File: src/rtl/alu_pipe.sv
// alu_pipe: two-stage pipelined ALU with valid/ready handshakes on both sides.
// S1 registers the offered operands; S2 computes and registers result + flags.
// Optional feature macro: ALU_SHIFT_EN (enables SHL/SHR/SRA, opcodes 8-10);
// when undefined those opcodes are treated as illegal and no shifter exists.
module alu_pipe #(
  parameter int unsigned WIDTH = 8
) (
  input  logic             clk,
  input  logic             res,
  input  logic             in_valid,
  output logic             in_ready,
  input  logic [WIDTH-1:0] a,
  input  logic [WIDTH-1:0] b,
  input  logic [3:0]       oper,
  output logic             out_valid,
  input  logic             out_ready,
  output logic [WIDTH-1:0] result,
  output logic             c_out,
  output logic             zero,
  output logic             neg,
  output logic             ovf,
  output logic             err
);

  typedef enum logic [3:0] {
    OP_ADD  = 4'd0,
    OP_SUB  = 4'd1,
    OP_RSUB = 4'd2,
    OP_OR   = 4'd3,
    OP_AND  = 4'd4,
    OP_XOR  = 4'd5,
    OP_XNOR = 4'd6,
    OP_ADDC = 4'd7,
    OP_SHL  = 4'd8,
    OP_SHR  = 4'd9,
    OP_SRA  = 4'd10
  } op_e;

  // Stage 1 holding registers
  logic             s1_valid_q;
  logic [WIDTH-1:0] s1_a_q;
  logic [WIDTH-1:0] s1_b_q;
  logic [3:0]       s1_op_q;

  // Stage 2 registers (drive the outputs directly)
  logic             s2_valid_q;
  logic [WIDTH-1:0] result_q;
  logic             c_q;
  logic             zero_q;
  logic             neg_q;
  logic             ovf_q;
  logic             err_q;
  logic             carry_q;

  // Next-state values computed from S1
  logic [WIDTH-1:0] result_d;
  logic             c_d;
  logic             zero_d;
  logic             neg_d;
  logic             ovf_d;
  logic             err_d;
  logic             carry_d;
  logic [WIDTH:0]   sum;
  logic             cin;

  logic xfer;
  logic accept;

`ifdef ALU_SHIFT_EN
  localparam int unsigned SHW = $clog2(WIDTH);
  logic [SHW-1:0] sh;
  assign sh = s1_b_q[SHW-1:0];
`endif

  assign xfer     = s1_valid_q && (!s2_valid_q || out_ready);
  assign in_ready = !res && (!s1_valid_q || xfer);
  assign accept   = in_valid && in_ready;

  assign out_valid = s2_valid_q;
  assign result    = result_q;
  assign c_out     = c_q;
  assign zero      = zero_q;
  assign neg       = neg_q;
  assign ovf       = ovf_q;
  assign err       = err_q;

  // Operation decode and flag generation for the op sitting in S1
  always_comb begin
    result_d = '0;
    c_d      = 1'b0;
    ovf_d    = 1'b0;
    err_d    = 1'b0;
    carry_d  = carry_q;
    sum      = '0;
    cin      = 1'b0;
    case (s1_op_q)
      OP_ADD, OP_ADDC: begin
        cin      = (s1_op_q == OP_ADDC) && carry_q;
        sum      = {1'b0, s1_a_q} + {1'b0, s1_b_q} + {{WIDTH{1'b0}}, cin};
        result_d = sum[WIDTH-1:0];
        c_d      = sum[WIDTH];
        ovf_d    = (s1_a_q[WIDTH-1] == s1_b_q[WIDTH-1]) &&
                   (sum[WIDTH-1] != s1_a_q[WIDTH-1]);
        carry_d  = sum[WIDTH];
      end
      OP_SUB: begin
        sum      = {1'b0, s1_a_q} - {1'b0, s1_b_q};
        result_d = sum[WIDTH-1:0];
        c_d      = sum[WIDTH];
        ovf_d    = (s1_a_q[WIDTH-1] != s1_b_q[WIDTH-1]) &&
                   (sum[WIDTH-1] != s1_a_q[WIDTH-1]);
        carry_d  = sum[WIDTH];
      end
      OP_RSUB: begin
        sum      = {1'b0, s1_b_q} - {1'b0, s1_a_q};
        result_d = sum[WIDTH-1:0];
        c_d      = sum[WIDTH];
        ovf_d    = (s1_a_q[WIDTH-1] != s1_b_q[WIDTH-1]) &&
                   (sum[WIDTH-1] != s1_b_q[WIDTH-1]);
        carry_d  = sum[WIDTH];
      end
      OP_OR:   result_d = s1_a_q | s1_b_q;
      OP_AND:  result_d = s1_a_q & s1_b_q;
      OP_XOR:  result_d = s1_a_q ^ s1_b_q;
      OP_XNOR: result_d = ~(s1_a_q ^ s1_b_q);
`ifdef ALU_SHIFT_EN
      OP_SHL:  result_d = s1_a_q << sh;
      OP_SHR:  result_d = s1_a_q >> sh;
      OP_SRA:  result_d = $signed(s1_a_q) >>> sh;
`endif
      default: err_d = 1'b1;
    endcase
    zero_d = (result_d == '0);
    neg_d  = result_d[WIDTH-1];
  end

  // Stage 1: capture operands on accept, empty when the op moves to S2
  always_ff @(posedge clk) begin
    if (res) begin
      s1_valid_q <= 1'b0;
      s1_a_q     <= '0;
      s1_b_q     <= '0;
      s1_op_q    <= '0;
    end else if (accept) begin
      s1_valid_q <= 1'b1;
      s1_a_q     <= a;
      s1_b_q     <= b;
      s1_op_q    <= oper;
    end else if (xfer) begin
      s1_valid_q <= 1'b0;
    end
  end

  // Stage 2: register result/flags on transfer, hold while the sink stalls
  always_ff @(posedge clk) begin
    if (res) begin
      s2_valid_q <= 1'b0;
      result_q   <= '0;
      c_q        <= 1'b0;
      zero_q     <= 1'b0;
      neg_q      <= 1'b0;
      ovf_q      <= 1'b0;
      err_q      <= 1'b0;
      carry_q    <= 1'b0;
    end else if (xfer) begin
      s2_valid_q <= 1'b1;
      result_q   <= result_d;
      c_q        <= c_d;
      zero_q     <= zero_d;
      neg_q      <= neg_d;
      ovf_q      <= ovf_d;
      err_q      <= err_d;
      carry_q    <= carry_d;
    end else if (out_ready) begin
      s2_valid_q <= 1'b0;
    end
  end

endmodule

File: config.mk
export PLATFORM = sky130hd
export DESIGN_NAME = alu_pipe
export DESIGN_NICKNAME = d
export VERILOG_FILES = /design/src/rtl/alu_pipe.sv
export SDC_FILE = /design/constraint.sdc
export NUM_CORES = 1
export LEC_CHECK = 0
export BUFFER_PORTS_ARGS = -buffer_cell sky130_fd_sc_hd__buf_2
export CAP_MARGIN = 20
export CORE_MARGIN = 2
export CORE_UTILIZATION = 40
export CTS_CLUSTER_SIZE = 10
export DETAILED_ROUTE_END_ITERATION = 7
export PLACE_DENSITY = 0.56
export SYNTH_ARGS = -nofsm -noshare
export SYNTH_HDL_FRONTEND = slang
export SYNTH_SLANG_ARGS = --single-unit
File: constraint.sdc
create_clock -name clk -period 7.15 [get_ports clk]
set_input_delay 0.3575 -clock clk [delete_from_list [all_inputs] [get_ports clk]]
set_output_delay 0.3575 -clock clk [all_outputs]
set_load 0.01 [all_outputs]
* Word-level counts from Yosys, hierarchy flattened
Index checks and enable logic that the tools add are counted.
Storage, ports and cells: output and inout port bits 15, input bits 24, flip-flop bits (word level) 36
Cells by class: muxes and demuxes 9, add/subtract/negate cells 4, reductions and logical operators 20, equal/unequal tests 12, bitwise logic cells 4
Operators by type and width (count):
- one-hot mux 8 bit (7 select lines) | 1
- subtractor 8 x 8 -> 9 bit | 2
- == test 4 x 3 -> 1 bit (second input constant) | 4
- adder 8 x 8 -> 9 bit | 1
- adder 9 x 1 -> 9 bit | 1
- one-hot mux 1 bit (3 select lines) | 3
- bitwise AND 8 bit | 1
- == test 4 x 2 -> 1 bit (second input constant) | 2
- zero test 8 bit | 1
- inverter 8 bit | 1
- bitwise OR 8 bit | 1
- OR reduction 8 bit | 1
- bitwise XOR 8 bit | 1
- logical AND 1 bit | 7
- two-way mux 1 bit | 5
- == test 4 x 1 -> 1 bit (second input constant) | 1
- zero test 4 bit | 1
- inequality test 1 bit | 4
- nonzero test 2 bit | 2
- zero test 1 bit | 3
- nonzero test 3 bit | 1
- logical OR 1 bit | 2
- AND reduction 2 bit | 1
- OR reduction 2 bit | 1
- == test 1 bit | 1

* Depth between registers and ports, before layout
Gate-level depths: netlist of run 1.
word-level depth 7, gate-level depth with buffers 13

* Worst setup path before layout of run 1
OpenSTA, ideal clock, no wires.
kind register to register, from register s1_op_q[2], to register zero_q (netlist: zero), path slack 4164 ps, buffers on the path 2, stages on the path, launching flop included 14, arrival time 2925 ps, required time 7090 ps, cells stage by stage dfxtp_1 -> buf_6 -> buf_4 -> nor2b_1 -> nand4_1 -> fa_1 -> fa_1 -> nand3b_1 -> a211o_1 -> nand3_1 -> nand3_1 -> a221oi_2 -> and4_1 -> a32o_1
Between the ends: cells in the longest elaborated chain, start to end 5, elaborated cells on any way between the ends 13, classes of those cells 1 x add/sub; 7 x eq/ne; 1 x mux; 4 x reduce/logical
RTL lines:
- start, declared | line 43 | logic [3:0] s1_op_q;
- start signal, assigned | line 148 | s1_op_q <= oper;
- == test 4 x 3 -> 1 bit | line 96, 98
- logical AND 1 bit | line 98 | cin = (s1_op_q == OP_ADDC) && carry_q;
- adder 9 x 1 -> 9 bit | line 99 | sum = {1'b0, s1_a_q} + {1'b0, s1_b_q} + {{WIDTH{1'b0}}, cin};
- one-hot mux 8 bit (7 select lines) * | line 96 | case (s1_op_q)
- zero test 8 bit * | line 133 | zero_d = (result_d == '0);
- end signal, assigned | line 169 | zero_q <= zero_d;
- end, declared | line 49 | logic zero_q;
Every way passes the cells marked *; elsewhere a longest branch is shown, timed or not. A chain may end at the register's enable or synchronous reset.

* Worst setup path after layout of run 1
Ends and elaborated chain as after synthesis.

==> results of run 1 <==
[layout by cell type, fill, tap and decap left out, types with 10 or more instances in the layout]
cell / n
a211oi_1: 10
a21oi_1: 22
buf_2: 39
dfxtp_1: 35
ha_1: 32
inv_1: 26
nand2_1: 40
nand3_1: 10
nor2_1: 25
nor3_1: 12
o21ai_0: 12
o31ai_1: 21
[power groups by stage]
stage	clock network, mW	registers [mW]	logic, mW
after floorplan	0	0.223	0.167
after global placement	0	0.229	0.210
after detailed placement	0	0.230	0.211
after CTS	0.224	0.225	0.212
after global routing	0.234	0.229	0.239
final	0.220	0.225	0.215
[worst register-to-register path, stage by stage, from the launching register on]
cell      delay [ns]
dfxtp_1         0.73
nor2b_1         0.26
nand4_1         0.13
fa_1            0.47
fa_1            0.44
nand3b_1        0.23
a211o_1         0.34
nand3_1         0.10
nand3_1         0.10
a221oi_2        0.33
and4_1          0.22
a32o_1          0.11
[kinds of logic after synthesis]
logic type / count (synthesis) / synth area share [%]
AND/OR/NAND/NOR: 129 / 22.5
AO/OA/AOI/OAI: 115 / 28.2
buffers and inverters: 52 / 8.22
adder cells (fa/ha/maj): 36 / 15.7
flip-flops: 35 / 22.9
XOR/XNOR: 4 / 1.15
multiplexers: 3 / 1.39
[per-layer routing]
layer / global-route usage [%] / vias up / routed length, um
met3: 4.07 / 14 / 522
met5: 0 / - / 0
met4: 5.05 / 0 / 117
met2: 33.5 / 110 / 3670
met1: 27.0 / 1357 / 3840
li1: - / 1410 / -
[cell type report]
type,instances,area share [%]
Tap cell,99,3.66
Multi-Input combinational cell,287,62.3
Timing Repair Buffer,42,6.44
Inverter,26,2.89
Clock buffer,5,2.03
Clock inverter,3,2.00
Sequential cell,35,20.7
[worst min path at each step]
stage                    from          to  slack, ns  depth (start not counted)
floorplan             carry_q     carry_q       0.45                          2
global placement    result[2]   result[2]       0.44                          2
detailed placement      c_out       c_out       0.45                          2
CTS                      b[7]   s1_b_q[7]       0.24                          3
global route             a[6]   s1_a_q[6]       0.25                          3
finish                oper[1]  s1_op_q[1]       0.25                          3
[sequential cells by signal, indices dropped and copies added (netlist names)]
register and cells:
zero 1, s1_op_q 4, result 8, c_out 1
ovf 1, out_valid 1, s1_a_q 8, err 1
carry_q 1, s1_valid_q 1, s1_b_q 8
[stage by stage]
step,hold slack [ns],util (%)
floorplan,0.450,-
global placement,0.444,44.2
detailed placement,0.447,44.3
CTS,0.242,46.1
global route,0.255,46.1
finish,0.249,46.1
==> flow_summary.toml, run 1 <==
[timing]
max_slew_margin_pct = 30.5
timing.setup.tns_ns = 0
layout_setup_ws_ns = 3.63
max_freq_mhz = 284
tightestPinTransition_ns = 1.03
fin_skew_ns = 0.00338
final_hold_viol_count = 0
grt_setup_unrepaired = "false"
finalMaxSlewViolations = 0
min_period_over_period_pct = 49.2
fin_crit_ns = 3.52
setup_violations = 0

[power]
p_sw_share_pct = 34.1
combPwrFrac_pct = 32.6
p_per_area_mw_per_mm2 = 195
internal_power_mw = 0.435
vdd_drop_max_mv = 0.0718
p_sw_mw = 0.225
p_leak_nw = 1.38
finalPower_mw = 0.660
clkPwrFrac_pct = 33.3
p_seq_share_pct = 34.1

[synth]
synth_most_common_cell = "nand2_1"
netlist.area_leader.share_pct = 22.9
yosysTopAreaCell = "dfxtp_1"
synth_ff_type = "dfxtp_1"
avgSynthCellArea_sq_um = 8.18
ys_async_sr_fraction_pct = 0
synthCells = 374
synth_edf_count = 0
synth_common_cells = "40 x nand2_1, 35 x dfxtp_1, 32 x ha_1"
ys_seq_area_share_pct = 22.9
yosys_warnings = 0
synth_fp_nets = 434
synth_area_sq_mm = 0.00306
synth.top_cells.by_area = "dfxtp_1 23%, ha_1 13%, o31ai_1 5.2%"
ys_ff_latch = 35
ys_types = 72

[finish]
multi_input_area_sq_mm = 0.00211
finalInstanceArea_sq_mm = 0.00338
drive_gt1_share_pct = 15.8
seqCellArea_sq_um = 701
num-fill-cells = 750
num-nets-final = 457
areaGrowthSynthToFinish_pct = 10.6
stdcell_count = 497
diodes = 0

[detailed_routing]
drc = 0
routed_wl_mm = 8.15
vias_per_cell = 5.82
wl_per_cell_um = 16.4
drt.antenna.violating_nets = 0
num_vias = 2891
drtPass1Iterations = 5
drtIter0Drc = 255

[worst_setup_path]
crit_path_cell_trace = "nor2b_1 -> nand4_1 -> fa_1 -> fa_1 -> nand3b_1 -> a211o_1 -> nand3_1 -> nand3_1 -> a221oi_2 -> and4_1 -> a32o_1"
path_max_fanout = 20
rrSetupSlack_ns = 3.63
cp_slowest_cell = "dfxtp_1"
worstSetupPathType = "reg -> reg"
worstSetupStartpointType = "flip-flop"
arrival_ns = 3.76
slowest_delay_ns = 0.73
reg2reg_depth = 11
r2r-start = "s1_op_q[2]"
cp.depth = 11
cp.buffers_inverters = 0
cp.required_ns = 7.39
critPathLaunch = "s1_op_q[2]"
worstSetupEndpoint = "zero"
cp-end-kind = "flip-flop"
crit_family = "simple AND/OR/NAND/NOR gates"
worstReg2RegEnd = "zero"

[floorplan]
dieArea_sq_mm = 0.00836
ios = 39
die_x_um = 91.4
core_area_sq_mm = 0.00733
start_util_pct = 41.7
rows = 31
dieHeight_um = 91.4

[grt]
grt_max_degree = 38
grt_pass1_wl_mm = 13.8
antenna_found_initial = 0
gr-total-overflow = 0
grt_pass1_vias = 2765
grt_usage_pct = 20.3

[cts]
clock-sinks = 35
postCtsSetupBuffers = 0
cts_tree = "done"
hold_buffers = 0
htree_levels = 2
numCtsBuffers = 5
clkTransAtPathRegs_ns = 0.08
clockBufferDepth = 2
post_cts_resized = 0
clk_latency_ns = 0.30
cts_root_buffer = "clkbuf_8"

[hold_path]
min_path_type = "in -> reg"

[flow_run]
maxCapViolations = 0

[placed_design]
placed_area_sq_mm = 0.00325
gp_congestion = 0.890
dp.cells = 489
post-place-ws_ns = 3.71
port_buffers = 38
place_hpwl_mm = 5.90

[status]
outcome = "complete, no violations"
No activity file was read; power rests on OpenSTA's default activity.
==> inputs of run 2 (changes only) <==
--- a/config.mk
+++ b/config.mk
@@ -5,13 +5,14 @@
 export SDC_FILE = /design/constraint.sdc
 export NUM_CORES = 1
 export LEC_CHECK = 0
+export ABC_AREA = 1
 export BUFFER_PORTS_ARGS = -buffer_cell sky130_fd_sc_hd__buf_2
 export CAP_MARGIN = 20
 export CORE_MARGIN = 2
 export CORE_UTILIZATION = 40
 export CTS_CLUSTER_SIZE = 10
 export DETAILED_ROUTE_END_ITERATION = 7
-export PLACE_DENSITY = 0.56
+export PLACE_DENSITY = 0.58
 export SYNTH_ARGS = -nofsm -noshare
 export SYNTH_HDL_FRONTEND = slang
 export SYNTH_SLANG_ARGS = --single-unit
==> constraint.sdc (replaced) <==
create_clock -name clk -period 2.84 [get_ports clk]
set_input_delay 0.142 -clock clk [delete_from_list [all_inputs] [get_ports clk]]
set_output_delay 0.142 -clock clk [all_outputs]
set_load 0.01 [all_outputs]
==> flow_summary.toml, run 2 <==
[synth]
synth_common_cells = "121 x nand2_1, 57 x inv_1, 57 x nand3_1"
synth-simple-area-share_pct = 34.2
synthCells = 449
synth_compound_area_share_pct = 15.0
yosys-mux-area-fraction_pct = 0
ys_async_sr_fraction_pct = 0
synth_top_family_by_area = "simple AND/OR/NAND/NOR gates"
synth_xor_xnor_area_share_pct = 0.296
synth_ff_type = "dfxtp_1"
synth_edf_count = 0
synth_area_sq_mm = 0.00296
yosys_warnings = 0
ys_ff_latch = 35
netlist.area_leader.share_pct = 23.7
yosysTopAreaCell = "dfxtp_1"
synth.top_cells.by_area = "dfxtp_1 24%, nand2_1 15%, ha_1 14%"
synth_fp_nets = 509
ys_types = 33
synthAdderAreaFrac_pct = 16.3
synth_most_common_cell = "nand2_1"
avgSynthCellArea_sq_um = 6.58
ys_seq_area_share_pct = 23.7

[detailed_routing]
drc = 0
vias_per_cell = 5.13
drtPass1Iterations = 6
drtIter0Drc = 233
drt.antenna.violating_nets = 0
routed_wl_mm = 7.62
num_vias = 2990
wl_per_cell_um = 13.1

[cts]
cts_tree = "done"
clock-sinks = 35
hold_buffers = 0
numCtsBuffers = 5
htree_levels = 2
clockBufferDepth = 2
clkTransAtPathRegs_ns = 0.08
postCtsSetupBuffers = 0
clk_latency_ns = 0.30
cts_root_buffer = "clkbuf_8"

[floorplan]
dieArea_sq_mm = 0.00810
start_util_pct = 41.0
rows = 31
dieHeight_um = 90.0
core_area_sq_mm = 0.00721
ios = 39
die_x_um = 90.0

[power]
p_per_area_mw_per_mm2 = 450
vdd_drop_max_mv = 0.297
p_leak_nw = 1.66

[grt]
antenna_found_initial = 0
grt_pass1_wl_mm = 13.1
gr-total-overflow = 0
grt_usage_pct = 19.7
grt_pass1_vias = 2887
grt_max_degree = 41

[placed_design]
dp.cells = 576
place_hpwl_mm = 5.91
port_buffers = 38
gp_congestion = 0.924

[worst_setup_path]
cp.required_ns = 3.07
path_max_fanout = 3
cp-end-kind = "flip-flop"
worstSetupPathType = "reg -> reg"
worstSetupStartpointType = "flip-flop"
worstReg2RegEnd = "zero"
arrival_ns = 2.80
r2r-start = "s1_op_q[2]"
reg2reg_depth = 18
rrSetupSlack_ns = 0.27

[hold_path]
hp-start = "b[5]"
holdPathStages = 3
min_path_type = "in -> reg"
hold_end = "s1_b_q[5]"

[status]
outcome = "complete, no violations"

[finish]
post-route-util_pct = 46.2
layout_common_cells = "121 x nand2_1, 57 x nand3_1, 56 x inv_1"
num-nets-final = 544
drive_gt1_share_pct = 16.1
num-fill-cells = 808
mostFrequentLayoutCell = "nand2_1"
areaGrowthSynthToFinish_pct = 12.7
stdcell_count = 583
diodes = 0

[timing]
fin_crit_ns = 2.57
setup_violations = 0
min_period_over_period_pct = 90.5
max_freq_mhz = 389
fin_skew_ns = 0.0112
tightestPinTransition_ns = 0.488
max_slew_margin_pct = 67.5
finalMaxSlewViolations = 0
hold_slack_ns = 0.0311
final_hold_viol_count = 0

[flow_run]
maxCapViolations = 0
run 2: final cells by class:
| type | count | area, sq um | area share, % |
|---|---|---|---|
| multi-input combinational | 335 | 1950 | 58.6 |
| sequential | 35 | 706 | 21.2 |
| inverter | 65 | 244 | 7.32 |
| timing repair buffer | 42 | 220 | 6.61 |
| tap | 99 | 124 | 3.72 |
| clock buffer | 6 | 82.6 | 2.48 |
| clock inverter | 1 | 5.00 | 0.150 |
run 2: power by group:
| group | total (mW) | switching [mW] | internal (mW) |
|---|---|---|---|
| logic | 0.561 | 0.367 | 0.193 |
| registers | 0.554 | 0.0282 | 0.526 |
| clock network | 0.386 | 0.195 | 0.191 |
| total | 1.50 | 0.591 | 0.910 |
run 2: how the worst max path moves through the flow:
stage / startpoint / end / slack (ns)
4_1_cts: s1_op_q[1] / zero / 0.17
5_1_grt: s1_op_q[2] / zero / -0.002
3_5_place_dp: s1_op_q[1] / zero / 0.19
3_3_place_gp: s1_op_q[1] / zero / 0.28
6_report: s1_op_q[2] / zero / 0.27
2_1_floorplan: s1_op_q[2] / zero / 0.35
run 2: kinds of logic (layout without fill, tap and decap cells):
group,after synthesis,in the layout
XOR/XNOR,1,1
AND/OR/NAND/NOR,226,226
adder cells (fa/ha/maj),36,36
buffers and inverters,79,114
flip-flops,35,35
AO/OA/AOI/OAI,72,72
run 2: critical path, stage by stage, from the launching register on:
cell	delay (ns)
dfxtp_2	0.36
inv_1	0.08
nor2_4	0.11
nand2_4	0.06
inv_1	0.06
nand2_1	0.06
fa_1	0.39
fa_1	0.40
inv_1	0.09
nand3_1	0.09
nand2_1	0.11
nand2_1	0.05
nand3_1	0.07
nand3_1	0.09
nor2_2	0.12
nand3_1	0.10
nor2_1	0.10
nand2_1	0.07
a21oi_2	0.11
run 2: what timing repair did:
action | in CTS | in global routing
resized for setup | 0 | 5
endpoints found under the setup margin | 0 | 4
hold endpoints to repair | 0 | 0
run 2: per-layer routing:
| metal | track usage [%] | share of wire [%] |
|---|---|---|
| met3 | 3.02 | 6.1 |
| met4 | 4.87 | 1.4 |
| met2 | 33.6 | 47 |
| met1 | 26.1 | 46 |
| met5 | 0 | 0 |
run 2: metrics by stage:
stage	cell area (sq um)	TNS [ns]	total power [mW]	setup slack, ns
CTS	3330	0	1.51	0.174
global route	3330	-0.00152	1.61	-0.00152
global placement	3240	0	1.12	0.282
detailed placement	3240	0	1.12	0.190
finish	3330	0	1.50	0.270
floorplan	2960	0	0.980	0.348
